`config.mk`:
```
export PLATFORM = sky130hd
export DESIGN_NAME = intt_pe
export DESIGN_NICKNAME = d
export VERILOG_FILES = /design/src/rtl/ntt_pkg.sv /design/src/rtl/ModMult.sv /design/src/rtl/shift_reg.sv /design/src/rtl/intt_pe.sv
export SDC_FILE = /design/constraint.sdc
export NUM_CORES = 2
export LEC_CHECK = 0
export ABC_CLOCK_PERIOD_IN_PS = 184200
export CAP_MARGIN = 20
export CELL_PAD_IN_SITES_DETAIL_PLACEMENT = 0
export CELL_PAD_IN_SITES_GLOBAL_PLACEMENT = 2
export CORE_ASPECT_RATIO = 1.75
export CORE_UTILIZATION = 42
export CTS_BUF_LIST = sky130_fd_sc_hd__clkbuf_4
export DETAILED_ROUTE_END_ITERATION = 12
export PLACE_DENSITY_LB_ADDON = 0.12
export SLEW_MARGIN = 20
export SYNTH_ARGS = -nofsm -noshare
export SYNTH_HDL_FRONTEND = slang
export SYNTH_SLANG_ARGS = --single-unit
```
`constraint.sdc`:
```
create_clock -name clk -period 184.2 [get_ports clk]
set_input_delay 36.84 -clock clk [delete_from_list [all_inputs] [get_ports clk]]
set_output_delay 36.84 -clock clk [all_outputs]
set_load 0.02 [all_outputs]
```
`src/rtl/ntt_pkg.sv`:
```
// Shared modular-arithmetic helpers for the NTT/INTT processing elements.
// All helpers assume their operands are already reduced, i.e. < q, and q is odd.
package ntt_pkg;

    localparam int DATA_W = 16;

    typedef logic [DATA_W-1:0] coef_t;

    function automatic coef_t mod_add(input coef_t a, input coef_t b, input coef_t q);
        logic [DATA_W:0] s;
        s = {1'b0, a} + {1'b0, b};
        if (s >= {1'b0, q}) begin
            s = s - {1'b0, q};
        end
        return s[DATA_W-1:0];
    endfunction

    // The top bit of the widened difference is the borrow.
    function automatic coef_t mod_sub(input coef_t a, input coef_t b, input coef_t q);
        logic [DATA_W:0] d;
        d = {1'b0, a} - {1'b0, b};
        if (d[DATA_W]) begin
            d = d + {1'b0, q};
        end
        return d[DATA_W-1:0];
    endfunction

    // Multiplying by 2^-1 mod q: an odd x becomes even once q is added.
    function automatic coef_t mod_half(input coef_t x, input coef_t q);
        logic [DATA_W:0] t;
        t = x[0] ? ({1'b0, x} + {1'b0, q}) : {1'b0, x};
        return t[DATA_W:1];
    endfunction

endpackage

```
`src/rtl/ModMult.sv`:
```
// Modular multiplier p = a*b mod q with a fixed input-to-output latency of LAT cycles.
// The reduction is an MSB-first shift-and-add, so no double-width product is ever formed.
module ModMult
    import ntt_pkg::*;
#(
    parameter int LAT = 13
) (
    input  logic  clk,
    input  logic  reset,
    input  coef_t a,
    input  coef_t b,
    input  coef_t q,
    output coef_t p
);

    function automatic coef_t mod_mul(input coef_t x, input coef_t y, input coef_t m);
        logic [DATA_W:0] r;
        r = '0;
        for (int i = DATA_W - 1; i >= 0; i--) begin
            r = r << 1;
            if (r >= {1'b0, m}) begin
                r = r - {1'b0, m};
            end
            if (y[i]) begin
                r = r + {1'b0, x};
            end
            if (r >= {1'b0, m}) begin
                r = r - {1'b0, m};
            end
        end
        return r[DATA_W-1:0];
    endfunction

    coef_t product;
    coef_t stage [LAT];

    assign product = mod_mul(a, b, q);

    // The trailing stages give synthesis registers to retime into the reduction logic.
    always_ff @(posedge clk or negedge reset) begin
        if (!reset) begin
            for (int i = 0; i < LAT; i++) begin
                stage[i] <= '0;
            end
        end else begin
            stage[0] <= product;
            for (int i = 1; i < LAT; i++) begin
                stage[i] <= stage[i-1];
            end
        end
    end

    assign p = stage[LAT-1];

endmodule

```
`src/rtl/shift_reg.sv`:
```
// Fixed-depth delay line: q presents d delayed by exactly DEPTH cycles.
module shift_reg #(
    parameter int WIDTH = 16,
    parameter int DEPTH = 13
) (
    input  logic             clk,
    input  logic             reset,
    input  logic [WIDTH-1:0] d,
    output logic [WIDTH-1:0] q
);

    logic [WIDTH-1:0] taps [DEPTH];

    always_ff @(posedge clk or negedge reset) begin
        if (!reset) begin
            for (int i = 0; i < DEPTH; i++) begin
                taps[i] <= '0;
            end
        end else begin
            taps[0] <= d;
            for (int i = 1; i < DEPTH; i++) begin
                taps[i] <= taps[i-1];
            end
        end
    end

    assign q = taps[DEPTH-1];

endmodule

```
`src/rtl/intt_pe.sv`:
```
// Gentleman-Sande inverse-NTT butterfly: takes serial (a, b) pairs and emits (a+b)/2 and
// ((a-b)/2)*w^-1 mod q back-to-back, even result first, so n^-1 is folded into every stage.
module intt_pe
    import ntt_pkg::*;
#(
    parameter int MULT_LAT = 13
) (
    input  logic  clk,
    input  logic  reset,
    input  logic  start,
    input  coef_t q,
    input  logic  in_valid,
    input  coef_t data_i,
    input  coef_t twiddle_i,
    output coef_t ntt_o,
    output logic  out_valid,
    output logic  out_odd,
    output logic  busy
);

    logic              phase;
    logic              cur_phase;
    logic              launch;
    coef_t             a_hold;
    coef_t             half_sum;
    coef_t             half_diff;
    coef_t             twiddle;
    logic [MULT_LAT:0] valid_pipe;
    coef_t             sum_dly;
    coef_t             product;
    coef_t             skid;
    logic              skid_valid;

    // A start pulse realigns the pair phase before this cycle's sample is classified.
    assign cur_phase = phase & ~start;
    assign launch    = in_valid & cur_phase;

    always_ff @(posedge clk or negedge reset) begin
        if (!reset) begin
            phase  <= 1'b0;
            a_hold <= '0;
        end else begin
            phase <= in_valid ? ~cur_phase : cur_phase;
            if (in_valid && !cur_phase) begin
                a_hold <= data_i;
            end
        end
    end

    always_ff @(posedge clk or negedge reset) begin
        if (!reset) begin
            half_sum   <= '0;
            half_diff  <= '0;
            twiddle    <= '0;
            valid_pipe <= '0;
        end else begin
            if (launch) begin
                half_sum  <= mod_half(mod_add(a_hold, data_i, q), q);
                half_diff <= mod_half(mod_sub(a_hold, data_i, q), q);
                twiddle   <= twiddle_i;
            end
            valid_pipe <= {valid_pipe[MULT_LAT-1:0], launch};
        end
    end

    ModMult #(
        .LAT (MULT_LAT)
    ) u_mult (
        .clk   (clk),
        .reset (reset),
        .a     (half_diff),
        .b     (twiddle),
        .q     (q),
        .p     (product)
    );

    shift_reg #(
        .WIDTH (DATA_W),
        .DEPTH (MULT_LAT)
    ) u_sum_dly (
        .clk   (clk),
        .reset (reset),
        .d     (half_sum),
        .q     (sum_dly)
    );

    // Pairs arrive at most every other cycle, so the skid slot is always free for the odd result.
    always_ff @(posedge clk or negedge reset) begin
        if (!reset) begin
            ntt_o      <= '0;
            out_valid  <= 1'b0;
            out_odd    <= 1'b0;
            skid       <= '0;
            skid_valid <= 1'b0;
        end else if (valid_pipe[MULT_LAT]) begin
            ntt_o      <= sum_dly;
            out_valid  <= 1'b1;
            out_odd    <= 1'b0;
            skid       <= product;
            skid_valid <= 1'b1;
        end else if (skid_valid) begin
            ntt_o      <= skid;
            out_valid  <= 1'b1;
            out_odd    <= 1'b1;
            skid_valid <= 1'b0;
        end else begin
            out_valid  <= 1'b0;
        end
    end

    assign busy = phase | (|valid_pipe) | skid_valid;

endmodule

```
==> results.sh <==
export IMPL_asyncSetResetFlopFracSynth_pct=100
export IMPL_starting_utilization_of_the_core_area_pct=42.5
export IMPL_arrival_ps=174260
export IMPL_synthesized_area_fraction_occupied_by_ao_oa_aoi_and_oai_cells_pct=23.3
export IMPL_postRouteWirelength_um=213000
export IMPL_synth_simple_area_share_pct=12.6
export IMPL_synthesis_yosys_warnings=0
export IMPL_avgViaCountPerCell=5.82
export IMPL_grt_start_max_net_pins=125
export IMPL_port_buffers=70
export IMPL_antenna_found_initial=13
export IMPL_number_of_flops_mapped_to_enable_cells_by_yosys=0
export IMPL_route_antenna_remaining_nets=0
export IMPL_run_status="complete, no violations"
export IMPL_track_usage_pct=29.3
export IMPL_clock_skew_ps=107
export IMPL_clkLatencyLatePin_ps=1060
export IMPL_synth_top_family_by_area="compound AO/OA/AOI/OAI gates"
export IMPL_critical_path_required_ps=185040
export IMPL_timing_worst_setup_path_type="input pin to flop"
export IMPL_drt_initial_drc_count=2410
export IMPL_worst_path_maximum_fanout=37
export IMPL_start_kind="input pin"
export IMPL_tns_ps=0
export IMPL_synth_seq_area_share_pct=22.2
export IMPL_flow_area_growth_from_synthesis_pct=9.12
export IMPL_postSynthRegisterBits=530
export IMPL_netlist_area_mm2=0.0599
export IMPL_drt_pre_antenna_iters=5
export IMPL_timing_worst_slew_pin_value_ps=1000
export IMPL_worst_setup_hold_path_clk_slew_ps=60
export IMPL_grt_pass1_wl_um=317000
export IMPL_routed_wire_length_per_instance_um=23.8
export IMPL_cts_tree="built"
export IMPL_via_count_of_the_first_global_routing_pass=53900
export IMPL_report_final_slew_viol_count=0
export IMPL_synth_xor_area_share_pct=9.05
export IMPL_area_sequential_mm2=0.0133
export IMPL_most_common_layout_cells="ha_1 (853), dfrtp_1 (516), a21oi_1 (479)"
export IMPL_synth_lib_cells_used_distinct=119
export IMPL_numCtsBuffers=135
export IMPL_worst_setup_path_end_kind="flop"
export IMPL_slowest_stage="or4_1"
export IMPL_ctsHtreeMaxLevel=4
export IMPL_post_route_drc_count=0
export IMPL_postLayoutCellArea_mm2=0.0653
export IMPL_gp_congestion=0.947
export IMPL_layout_cells_most_common="ha_1"
export IMPL_fin_crit_ps=173420
export IMPL_num_vias=52100
export IMPL_die_h_um=501
export IMPL_dp_hpwl_um=167000
export IMPL_die_x_um=287
export IMPL_post_synthesis_instance_total=6831
export IMPL_gr_total_overflow=0
export IMPL_hold_path_class="flop to flop"
export IMPL_finalCritPeriodShare_pct=94.1
export IMPL_worst_slew_margin_relative_to_its_limit_pct=32.5
export IMPL_synth_area_mux_share_pct=9.39
export IMPL_postPlaceCellArea_mm2=0.0632
export IMPL_num_fill_cells=13900
export IMPL_synth_fa_ha_area_share_pct=19.6
export IMPL_floorplan_rows=182
export IMPL_post_synth_cell_area_avg_um2=8.76
export IMPL_final_setup_viol_count=0
export IMPL_fmax_ghz=0.00577
export IMPL_core_area_mm2=0.141
export IMPL_clock_root_buffer="clkbuf_4"
export IMPL_layout_drive_gt1_share_pct=12.5
export IMPL_cap_violations=0
export IMPL_design_die_area_mm2=0.144
export IMPL_most_instantiated_flip_flop_cell_in_the_synthesis_netlist="dfrtp_1"
export IMPL_finalHoldViolations=0
export IMPL_clock_tree_buffer_depth=3
export IMPL_io_pin_count=71
export IMPL_combined_area_of_the_multi_input_logic_cells_mm2=0.0447
export IMPL_cts_sink_count=530
export IMPL_final_net_count=7977
export IMPL_critical_path_top_cell_by_count="a21o_1"
export IMPL_cpPeakStageDelay_ps=620
export IMPL_syn_num_nets=7790
## cell usage after synthesis, drive strengths merged, types with 38 or more instances
library cell	number	area share, %
a21boi	56	0.70
nor2b	85	0.89
nor3	69	0.59
nor4	43	0.51
xor2	269	3.9
xnor2	347	5.1
o21a	112	1.4
or3	42	0.46
and2	43	0.45
a21o	458	5.7
o211ai	42	0.54
nor2	418	2.6
nand2b	95	0.99
mux2i	116	1.9
o21bai	146	1.8
clkbuf	116	0.73
dfrtp	530	22
inv	439	2.8
a21oi	492	4.2
ha	854	18
o21ai	447	3.8
nand2	464	2.9
nand3	93	0.79
fa	53	1.8
buf	38	0.33
mux2	395	7.4
nand4	118	1.2
a211oi	47	0.64
## registers in the layout, summed over array words and instances, names as in the netlist
signal / count
phase: 1
a_hold: 16
skid: 16
twiddle: 16
u_mult.stage: 192
half_diff: 16
u_mult.p: 16
skid_valid: 1
out_valid: 1
half_sum: 16
out_odd: 1
ntt_o: 16
valid_pipe: 14
u_sum_dly.q: 16
u_sum_dly.taps: 192
## area by class of cell
| class | instances | share of cell area [%] |
|---|---|---|
| Clock inverter | 43 | 0.398 |
| Inverter | 444 | 2.56 |
| Clock buffer | 187 | 2.15 |
| Timing Repair Buffer | 203 | 2.65 |
| Multi-Input combinational cell | 5704 | 68.4 |
| Tap cell | 1840 | 3.52 |
| Sequential cell | 530 | 20.3 |
| Antenna cell | 6 | 0.0230 |
## critical path, delay by kind of cell
kind	cells	cell delay, ps
adder cells (fa/ha/maj)	49	15980
AO/OA/AOI/OAI	407	78110
multiplexers	34	12580
AND/OR/NAND/NOR	130	21910
buffers and inverters	46	7100
XOR/XNOR	13	1470
## cell families (layout without fill, tap and decap cells)
logic type                 count (synthesis)  in the layout
buffers and inverters                    598            877
xor gates and xnor gates                 617            617
other                                      0              6
muxes                                    511            512
adders and majority gates                907            907
and+or+nand+nor                         1568           1568
AOI/OAI and AO/OA                       2100           2100
DFF                                      530            530
## stage by stage
step           utilization (%)  cells  setup WS (ps)  hold slack, ps
3_3_place_gp              44.8   8703           5590             332
5_1_grt                   46.3   8956          -23.9             301
3_5_place_dp              44.8   8703           3590             335
2_1_floorplan                -   6831          18940             331
4_1_cts                   46.0   8933           4280             304
6_report                  46.3   8957          10780             272
## metal layers
layer	GRT usage [%]	routed length (um)	vias to the layer above
met1	29.6	77800	25200
met3	3.55	6860	534
li1	-	-	25300
met2	55.4	112000	1153
met5	0	68	-
met4	19.8	16000	10
## path summary, 6_finish.rpt
| path | start | endpoint | slack, ps | cells after the start |
|---|---|---|---|---|
| worst max-delay path | q[13] | u_mult.stage[200] | 10780 | 679 |
| min in group asynchronous | reset | valid_pipe[9] | 35940 | 1 |
| worst min-delay path | u_mult.stage[182] | u_mult.stage[166] | 270 | 0 |
| worst max register to register | half_diff[0] | u_mult.stage[200] | 47880 | 675 |
| worst min register to register | u_mult.stage[182] | u_mult.stage[166] | 270 | 0 |
| max in group asynchronous | reset | u_mult.stage[23] | 145200 | 4 |
## repair_timing
action,4_1_cts,5_1_grt
endpoints found under the setup margin,0,16
setup buffers,0,17
hold buffers,0,0
resized for setup,0,74
Power is left out: the tool's default activity adds up to more than one toggle a clock period on the data nets, which glitch-free logic cannot reach.
